--- src/rtl/carry_select_pipe.sv ---
// carry_select_pipe
// Pipelined carry-select adder/subtractor with a valid/ready stream interface.
// The operands are split into NB = WIDTH/BLK blocks. The first stage forms
// both carry candidates for every block and resolves block 0 with the
// carry-in. Each later stage resolves one more block, so there is one
// pipeline stage per block and one new operation can be accepted per cycle.
//
// Ports
//   clk        clock, rising edge
//   rst        asynchronous active-high reset
//   clr        synchronous flush of all in-flight operations
//   in_valid   operation offered
//   in_ready   operation accepted when in_valid && in_ready
//   in_a/in_b  operands (WIDTH bits)
//   in_cin     carry-in (in subtract mode 1 = no borrow)
//   in_sub     0: a + b + cin, 1: a + ~b + cin
//   out_valid  result present
//   out_ready  consumer accepts when out_valid && out_ready
//   out_sum    result (WIDTH bits)
//   out_cout   carry out of the MSB
//   out_ovf    two's-complement signed overflow
module carry_select_pipe #(
   parameter int WIDTH = 16,
   parameter int BLK   = 4
) (
   input  logic             clk,
   input  logic             rst,
   input  logic             clr,
   input  logic             in_valid,
   output logic             in_ready,
   input  logic [WIDTH-1:0] in_a,
   input  logic [WIDTH-1:0] in_b,
   input  logic             in_cin,
   input  logic             in_sub,
   output logic             out_valid,
   input  logic             out_ready,
   output logic [WIDTH-1:0] out_sum,
   output logic             out_cout,
   output logic             out_ovf
);

   localparam int NB = WIDTH / BLK;

   // Global stall: every stage advances together, or none does.
   logic en;
   assign en       = !out_valid || out_ready;
   assign in_ready = en;

   logic [WIDTH-1:0] be;
   assign be = in_sub ? ~in_b : in_b;

   // Per-block candidates for the incoming operation.
   logic [BLK:0] in_c0 [NB];
   logic [BLK:0] in_c1 [NB];

   genvar gi;
   generate
      for (gi = 0; gi < NB; gi++) begin : g_cand
         assign in_c0[gi] = {1'b0, in_a[gi*BLK +: BLK]} + {1'b0, be[gi*BLK +: BLK]};
         assign in_c1[gi] = in_c0[gi] + {{BLK{1'b0}}, 1'b1};
      end
   endgenerate

   // Block 0 is resolved straight away with the external carry-in.
   logic [BLK:0] blk0_res;
   assign blk0_res = in_cin ? in_c1[0] : in_c0[0];

   // Stage registers, index 0 = first stage, NB-1 = output stage.
   logic             valid_reg  [NB];
   logic [WIDTH-1:0] sum_reg    [NB];
   logic             carry_reg  [NB];
   logic             a_msb_reg  [NB];
   logic             be_msb_reg [NB];
   logic [BLK:0]     cand0_reg  [NB][NB];
   logic [BLK:0]     cand1_reg  [NB][NB];

   logic [WIDTH-1:0] sum_next   [NB];
   logic             carry_next [NB];

   // Stage i picks the candidate for block i using the carry that stage i-1
   // produced; lower blocks already resolved pass through untouched.
   always_comb begin
      for (int i = 0; i < NB; i++) begin
         sum_next[i]   = '0;
         carry_next[i] = 1'b0;
      end
      sum_next[0][BLK-1:0] = blk0_res[BLK-1:0];
      carry_next[0]        = blk0_res[BLK];
      for (int i = 1; i < NB; i++) begin
         sum_next[i] = sum_reg[i-1];
         sum_next[i][i*BLK +: BLK] = carry_reg[i-1] ? cand1_reg[i-1][i][BLK-1:0]
                                                    : cand0_reg[i-1][i][BLK-1:0];
         carry_next[i] = carry_reg[i-1] ? cand1_reg[i-1][i][BLK]
                                        : cand0_reg[i-1][i][BLK];
      end
   end

   // Valid bits: flush wins over advance; the accept in a flush cycle is lost.
   always_ff @(posedge clk or posedge rst) begin
      if (rst) begin
         for (int i = 0; i < NB; i++) valid_reg[i] <= 1'b0;
      end else if (clr) begin
         for (int i = 0; i < NB; i++) valid_reg[i] <= 1'b0;
      end else if (en) begin
         valid_reg[0] <= in_valid;
         for (int i = 1; i < NB; i++) valid_reg[i] <= valid_reg[i-1];
      end
   end

   // Data path registers. Contents behind a cleared valid bit are don't-care.
   always_ff @(posedge clk or posedge rst) begin
      if (rst) begin
         for (int i = 0; i < NB; i++) begin
            sum_reg[i]    <= '0;
            carry_reg[i]  <= 1'b0;
            a_msb_reg[i]  <= 1'b0;
            be_msb_reg[i] <= 1'b0;
            for (int k = 0; k < NB; k++) begin
               cand0_reg[i][k] <= '0;
               cand1_reg[i][k] <= '0;
            end
         end
      end else if (en) begin
         for (int i = 0; i < NB; i++) begin
            sum_reg[i]   <= sum_next[i];
            carry_reg[i] <= carry_next[i];
         end
         a_msb_reg[0]  <= in_a[WIDTH-1];
         be_msb_reg[0] <= be[WIDTH-1];
         for (int k = 0; k < NB; k++) begin
            cand0_reg[0][k] <= in_c0[k];
            cand1_reg[0][k] <= in_c1[k];
         end
         for (int i = 1; i < NB; i++) begin
            a_msb_reg[i]  <= a_msb_reg[i-1];
            be_msb_reg[i] <= be_msb_reg[i-1];
            for (int k = 0; k < NB; k++) begin
               cand0_reg[i][k] <= cand0_reg[i-1][k];
               cand1_reg[i][k] <= cand1_reg[i-1][k];
            end
         end
      end
   end

   assign out_valid = valid_reg[NB-1];
   assign out_sum   = sum_reg[NB-1];
   assign out_cout  = carry_reg[NB-1];
   // Overflow: operands of equal sign producing a result of the other sign.
   assign out_ovf   = (a_msb_reg[NB-1] == be_msb_reg[NB-1]) &&
                      (sum_reg[NB-1][WIDTH-1] != a_msb_reg[NB-1]);

endmodule

--- config.mk ---
export PLATFORM = sky130hd
export DESIGN_NAME = carry_select_pipe
export DESIGN_NICKNAME = d
export VERILOG_FILES = /design/src/rtl/carry_select_pipe.sv
export SDC_FILE = /design/constraint.sdc
export NUM_CORES = 1
export LEC_CHECK = 0
export ABC_CLOCK_PERIOD_IN_PS = 4000
export CAP_MARGIN = 10
export CORE_UTILIZATION = 35
export CTS_CLUSTER_DIAMETER = 150
export CTS_CLUSTER_SIZE = 40
export DETAILED_ROUTE_END_ITERATION = 8
export PLACE_DENSITY_LB_ADDON = 0.08
export SLEW_MARGIN = 40
export SYNTH_ARGS = -nofsm -noshare
export SYNTH_HDL_FRONTEND = slang
export SYNTH_SLANG_ARGS = --single-unit
--- constraint.sdc ---
create_clock -name clk -period 4 [get_ports clk]
set_input_delay 0.4 -clock clk [delete_from_list [all_inputs] [get_ports clk]]
set_output_delay 0.4 -clock clk [all_outputs]
set_load 0.005 [all_outputs]
### After elaboration in Yosys (flattened, before gate mapping)

Index checks and enable logic that the tools add are counted.

* bits in registers: 116
* output and inout port bits: 20
* logic and storage cells: 57

* equality and inequality tests: 2
* reductions and logical operators: 4
* add/sub/neg operators: 8
* mux-type cells: 10
* bitwise operators: 1

Operators with widths (number)
* $add A4 B4 Y5: 4
* $add A5 B1 Y5 const B: 4
* $mux W4: 5
* $mux W16: 1
* $not A16 Y16: 1
* $mux W5: 1
* $mux W1: 3
* $reduce_bool A2 Y1: 1
* $eq A1 B1 Y1: 1
* $logic_and A1 B1 Y1: 1
* $logic_not A1 Y1: 1
* $logic_or A1 B1 Y1: 1
* $ne A1 B1 Y1: 1

### Longest topological paths before layout

Gate-level depths: netlist of run 1.

* depth in word-level cells: 5
* gate-level depth with buffers: 12
* mapped depth without buffers: 10

### Worst setup path after synthesis of run 1

OpenSTA, ideal clock, no wires.

* path kind: input port to flip-flop
* start: in in_sub
* end: reg cand1_reg[69] (netlist bit)
* stages: 12
* data required time: 3.867 ns
* path slack: 1.028 ns
* library setup time: 0.133 ns
* arrival time: 2.840 ns
* path through: clkbuf_1 buf_2 xor2_1 ha_1 inv_1 fa_1 inv_1 ha_1 nand2_1 a2111oi_1 o221a_1 a211oi_2

RTL lines
* from (decl): RTL line 34 `input logic in_sub,`
* to (signal, indexed assignment): RTL line 132 `cand1_reg[0][k] <= in_c1[k];`
* to (signal, indexed assignment): RTL line 139 `cand1_reg[i][k] <= cand1_reg[i-1][k];`
* to (decl): RTL line 75 `logic [BLK:0] cand1_reg [NB][NB];`

==> flow_summary.ini, run 1 <==
[layout]
fillers = 1527
syn2layout_area_growth_pct = 25.4
finalNetCount = 709
fin_area_um2 = 6950
final_common_cell = nand2_1
final-seq-area_um2 = 2900
drive_above_1_share_pct = 8.04
multi_input_area_um2 = 2450
layout_common_cells = nand2_1, dfrtp_1, clkdlybuf4s50_1, o21ai_0, nor2_1
antenna_cells = 0

[critical_path]
crit_type = in2reg
cp_cell_sequence = clkdlybuf4s50_1 -> xor2_1 -> ha_1 -> inv_1 -> fa_1 -> inv_1 -> ha_1 -> nand2_1 -> a2111oi_1 -> o221a_1 -> a211oi_2
cp_max_fo = 10
cp_slowest_cell = clkdlybuf4s50_1
crit_required_ps = 4270
cpPeakStageDelay_ps = 790
start_kind = primary input
arrival_ps = 3230
end_kind = flop

[power_and_ir_drop]
pwr-share-clk_pct = 37.4
finalPower_uw = 4060
power.switching_uw = 1070
p_seq_share_pct = 42.5
p_per_area_nw_per_um2 = 584
combPwrFrac_pct = 20.0
intPower_uw = 2990
netSwitchingFraction_pct = 26.3
irDropWorstVdd_v = 0.000288
p_leak_uw = 0.00325

[flow_run]
cap_violations = 0

[route]
drt_iter0_markers = 195
via_per_inst = 4.47
routed_wl_um = 10300
drc = 0
wl_per_cell_um = 11.8
vias = 3893
first_pass_iters = 6
drtAntennaViolNets = 0

[sta]
fmax_ghz = 0.338
tightest_slew_ps = 628
grt_setup_unrepaired = no
finClkSkew_ps = 8.27
fin_crit_ps = 2960
maxSlewViolCount = 0
finalSetupTns_ps = 0
finalHoldViolations = 0
setup_viol = 0
fin_crit_sh_pct = 74.1
relSlewSlack_pct = 58.2

[synthesis]
syn_area_um2 = 5540
synth.avg_cell_area_um2 = 9.34
ys_ff_latch = 116
yosysUniqueCellTypes = 36
syn_nets = 656
syn_inst = 593
yosysWarningCount = 0
seq_area_frac_synth_pct = 52.4

[floorplanning]
io_pins = 59
die_y_um = 128
dieArea_um2 = 16300
initial_core_util_pct = 36.2
die-width_um = 128
rows = 45
core_area_um2 = 15300

[global_routing]
grt_pass1_wl_um = 18400
gr-usage-all-layers_pct = 14.3
gr-total-overflow = 0
grt_pass1_vias = 3844
antenna_found_initial = 0
grt_max_degree = 132

[clocking]
path_clk_slew_ps = 50
clkLatencyLatePin_ps = 400
numCtsBuffers = 17
postCtsSetupRepairBufs = 0
holdBufCountCts = 0
cts_resized = 0
cts-root-buf = clkbuf_16
tritoncts = yes
cts_htree_levels = 4
cts.path.max_buffers = 2
clock-sinks = 116

[min_path]
min_path_type = in2async

[run_status]
status = finished, final reports clean

[place]
place_hpwl_um = 6770
gp_congestion = 0.738
io_buffers = 58
dpl-instance-area_um2 = 6340
critical path: cells and delay by family:
family,cells,cell delay [ps]
compound gates,3,790
xor+xnor,1,200
fa+ha+maj,3,860
buf+inv,3,930
simple gates,1,60
final timing paths:
kind / slack, ps / to / cells after the start / startpoint
hold reg to reg: 460 / out_sum[7]$_DFFE_PP0P_ / 2 / out_sum[7]$_DFFE_PP0P_
hold / removal: 450 / out_sum[3]$_DFFE_PP0P_ / 2 / rst
max in group asynchronous: 2740 / sum_next[21]$_DFFE_PP0P_ / 3 / rst
min in group clk: 460 / out_sum[7]$_DFFE_PP0P_ / 2 / out_sum[7]$_DFFE_PP0P_
setup / recovery: 1040 / cand1_reg[64]$_DFFE_PP0P_ / 11 / in_sub
setup reg to reg: 2460 / cand1_reg[64]$_DFFE_PP0P_ / 4 / out_valid$_DFFE_PP0P_
routing by layer:
layer,track usage (%),wire length (um)
met2,21.1,4300
met3,3.63,341
met1,20.2,5520
met5,0,0
met4,5.40,139
Yosys cell counts:
master	count	share of area [%]
a2111oi_1	3	0.54
a2111oi_2	3	0.81
a211oi_2	3	0.68
a21o_1	4	0.54
a21oi_1	14	1.3
a21oi_2	3	0.47
and3_1	1	0.11
buf_1	11	0.75
buf_2	10	0.90
clkbuf_1	9	0.61
dfrtp_1	116	52
fa_1	4	1.4
ha_1	20	4.5
inv_1	17	1.2
inv_2	1	0.068
mux2_2	3	0.61
mux2i_1	16	2.9
nand2_1	243	16
nand3_1	5	0.45
nand3b_1	1	0.14
nor2_1	23	1.6
nor2b_1	4	0.45
nor3_1	5	0.45
nor3b_1	3	0.41
nor4_1	1	0.11
o21a_1	5	0.68
o21ai_0	25	2.3
o21ai_1	4	0.36
o221a_1	3	0.61
o31a_1	1	0.16
o31ai_1	1	0.14
or2_1	1	0.11
xnor2_1	5	0.79
xnor3_1	3	1.2
xor2_1	19	3.0
xor2_2	3	0.88
metrics by stage:
stage	utilization [%]	std cells	worst slack, ps	hold WS, ps
after detailed placement	41.4	838	592	455
after CTS	45.4	870	1020	466
after global routing	45.4	870	819	483
after floorplan	-	593	528	438
after global placement	41.4	838	693	449
final	45.4	870	1040	446
kinds of logic after synthesis:
kind of cell / share of synthesized area [%]
AND/OR/NAND/NOR: 20.3
adder cells (fa/ha/maj): 5.96
multiplexers: 3.50
buffers and inverters: 3.48
flip-flops: 52.4
AO/OA/AOI/OAI: 8.51
XOR/XNOR: 5.89
cell type report:
class / count / area share, %
sequential: 116 / 41.8
clock inverter: 9 / 1.82
timing repair buffer: 64 / 9.37
multi-input combinational: 429 / 35.3
clock buffer: 23 / 6.88
inverter: 18 / 1.04
tap: 211 / 3.80
power groups by stage:
stage | combinational, uW | clock (uW) | sequential [uW]
after floorplan | 541 | 0 | 1690
after global placement | 813 | 0 | 1740
after detailed placement | 823 | 0 | 1750
after CTS | 828 | 1560 | 1730
after global routing | 936 | 1610 | 1780
final | 812 | 1520 | 1720
Note: power is estimated with default switching activity, not from simulation.
==> inputs of run 2 (changes only) <==
--- a/config.mk
+++ b/config.mk
@@ -5,7 +5,7 @@
 export SDC_FILE = /design/constraint.sdc
 export NUM_CORES = 1
 export LEC_CHECK = 0
-export ABC_CLOCK_PERIOD_IN_PS = 4000
+export ABC_CLOCK_PERIOD_IN_PS = 2820
 export CAP_MARGIN = 10
 export CORE_UTILIZATION = 35
 export CTS_CLUSTER_DIAMETER = 150
==> constraint.sdc (replaced) <==
create_clock -name clk -period 2.82 [get_ports clk]
set_input_delay 0.282 -clock clk [delete_from_list [all_inputs] [get_ports clk]]
set_output_delay 0.282 -clock clk [all_outputs]
set_load 0.005 [all_outputs]
==> run 2 against run 1 <==
Routed wire length grew 2.8%. Flip-flop and latch count unchanged. Hold slack worse by 230 ps. Combinational power up 51%. Setup slack lost 820 ps. First-iteration DRC count up 12%. Clock skew shrank 2.8 ps. Design area increased by 3.1%. Global-route usage rose by 0.060 points. Via count is 2.4% higher. Final cell count up 2.4%.
==> flow_summary.ini, run 2 (synthesis results as in run 1) <==
[min_path]
min_path_type = in2async

[power_and_ir_drop]
pwr-share-clk_pct = 37.4
netSwitchingFraction_pct = 26.3
p_per_area_nw_per_um2 = 819
power.switching_uw = 1540
p_seq_share_pct = 41.7
p_leak_uw = 0.00336
combPwrFrac_pct = 21.0
irDropWorstVdd_v = 0.000430
intPower_uw = 4320
finalPower_uw = 5870

[critical_path]
cp.depth = 12
critPathLaunch = in_sub
cp_slowest_cell = clkdlybuf4s50_1
crit_type = in2reg
cp_max_fo = 14
start_kind = primary input
arrival_ps = 2880
r2r_cells = 4
cp_cell_sequence = clkdlybuf4s50_1 -> buf_12 -> xor2_1 -> ha_1 -> inv_1 -> fa_1 -> inv_1 -> ha_1 -> nand2_1 -> a2111oi_1 -> o221a_1 -> a211oi_2
end_kind = flop
cp_num_buf_inv = 4
r2r-start = out_valid$_DFFE_PP0P_
crit_required_ps = 3100
cp_top_family = compound AO/OA/AOI/OAI gates
cpPeakStageDelay_ps = 500

[layout]
post-route-util_pct = 46.8
final_common_cell = nand2_1
fillers = 1510
antenna_cells = 0
finalNetCount = 730
final-seq-area_um2 = 2900
multi_input_area_um2 = 2460
stdcell_count = 891
drive_above_1_share_pct = 11.2
syn2layout_area_growth_pct = 29.3
layout_common_cells = nand2_1, dfrtp_1, clkdlybuf4s50_1, o21ai_0, nor2_1

[clocking]
numCtsBuffers = 17
holdBufCountCts = 0
cts_htree_levels = 4
path_clk_slew_ps = 50
clkLatencyLatePin_ps = 400
clock-sinks = 116
cts-root-buf = clkbuf_16
tritoncts = yes
cts.path.max_buffers = 2
postCtsSetupRepairBufs = 0

[sta]
finalHoldViolations = 0
setup_ws_ps = 215
maxSlewViolCount = 0
fin_crit_ps = 2600
grt_setup_unrepaired = no
tightest_slew_ps = 544
finClkSkew_ps = 5.47
finalSetupTns_ps = 0
fmax_ghz = 0.384
fin_crit_sh_pct = 92.4
setup_viol = 0
relSlewSlack_pct = 63.8

[route]
via_per_inst = 4.48
drtAntennaViolNets = 0
vias = 3988
route.met3.wl_um = 308
drc = 0
routed_wl_um = 10600
drt_iter0_markers = 219
wl_met2_um = 4250
wl_met1_um = 5900
first_pass_iters = 4
highest_layer = met4
wl_per_cell_um = 11.9

[floorplanning]
die-width_um = 128
die_y_um = 128
initial_core_util_pct = 36.2
io_pins = 59
rows = 45
dieArea_um2 = 16300
core_area_um2 = 15300

[global_routing]
gr-usage-all-layers_pct = 14.4
grt_max_degree = 132
antenna_found_initial = 0
gr-total-overflow = 0
grt_pass1_vias = 3910
grt_pass1_wl_um = 18400

[place]
gp_congestion = 0.771
dp_slack_ps = -213
place_hpwl_um = 7020
io_buffers = 58
place_inst = 858

[run_status]
status = finished, final reports clean

[flow_run]
cap_violations = 0
[run 2: what timing repair did]
action	in CTS	in global routing
endpoints found under the hold margin	0	0
setup endpoints to repair	0	1
gates resized for setup	0	1
[run 2: worst reg2reg max path: stages (launching register included)]
cell and delay (ps):
dfrtp_1 380, nor2b_4 140, inv_2 100, buf_4 460, mux2_2 390
[run 2: cell type report]
cell class | instances | area share [%]
tap | 211 | 3.69
clock buffer | 23 | 6.81
multi-input combinational | 429 | 34.3
inverter | 18 | 0.996
sequential | 116 | 40.5
clock inverter | 9 | 1.75
timing repair buffer | 85 | 11.9
[run 2: power groups by stage]
| stage | sequential [uW] | combinational (uW) | clock, uW |
|---|---|---|---|
| after floorplan | 2390 | 769 | 0 |
| after global placement | 2460 | 1220 | 0 |
| after detailed placement | 2480 | 1240 | 0 |
| after CTS | 2450 | 1250 | 2240 |
| after global routing | 2520 | 1400 | 2310 |
| final | 2440 | 1230 | 2190 |
[run 2: worst paths after layout]
kind	end	slack, ps
max reg2reg	cand1_reg[73]$_DFFE_PP0P_	1240
max in group asynchronous	cand0_reg[62]$_DFFE_PP0P_	1850
min in group clk	valid_reg[3]$_DFFE_PP0P_	440
max	cand1_reg[64]$_DFFE_PP0P_	220
min	out_sum[3]$_DFFE_PP0P_	220
min reg2reg	cand0_reg[24]$_DFFE_PP0P_	460
[run 2: through the flow]
stage	instance area [um^2]	hold slack (ps)
6_report	7160	216
5_1_grt	7160	228
4_1_cts	7130	380
3_5_place_dp	6520	455
3_3_place_gp	6520	449
2_1_floorplan	5550	345
[run 2: per-layer routing]
layer / track usage (%) / vias up
met4: 5.61 / 0
li1: - / 2068
met5: 0 / -
met2: 20.8 / 66
met1: 20.6 / 1846
met3: 3.51 / 8
==> inputs of run 3 (changes only) <==
--- a/config.mk
+++ b/config.mk
@@ -11,6 +11,7 @@
 export CTS_CLUSTER_DIAMETER = 150
 export CTS_CLUSTER_SIZE = 40
 export DETAILED_ROUTE_END_ITERATION = 8
+export GPL_TIMING_DRIVEN = 1
 export PLACE_DENSITY_LB_ADDON = 0.08
 export SLEW_MARGIN = 40
 export SYNTH_ARGS = -nofsm -noshare
==> results of run 3 <==
Final layout, timing and power as in run 2 (identical DEF).
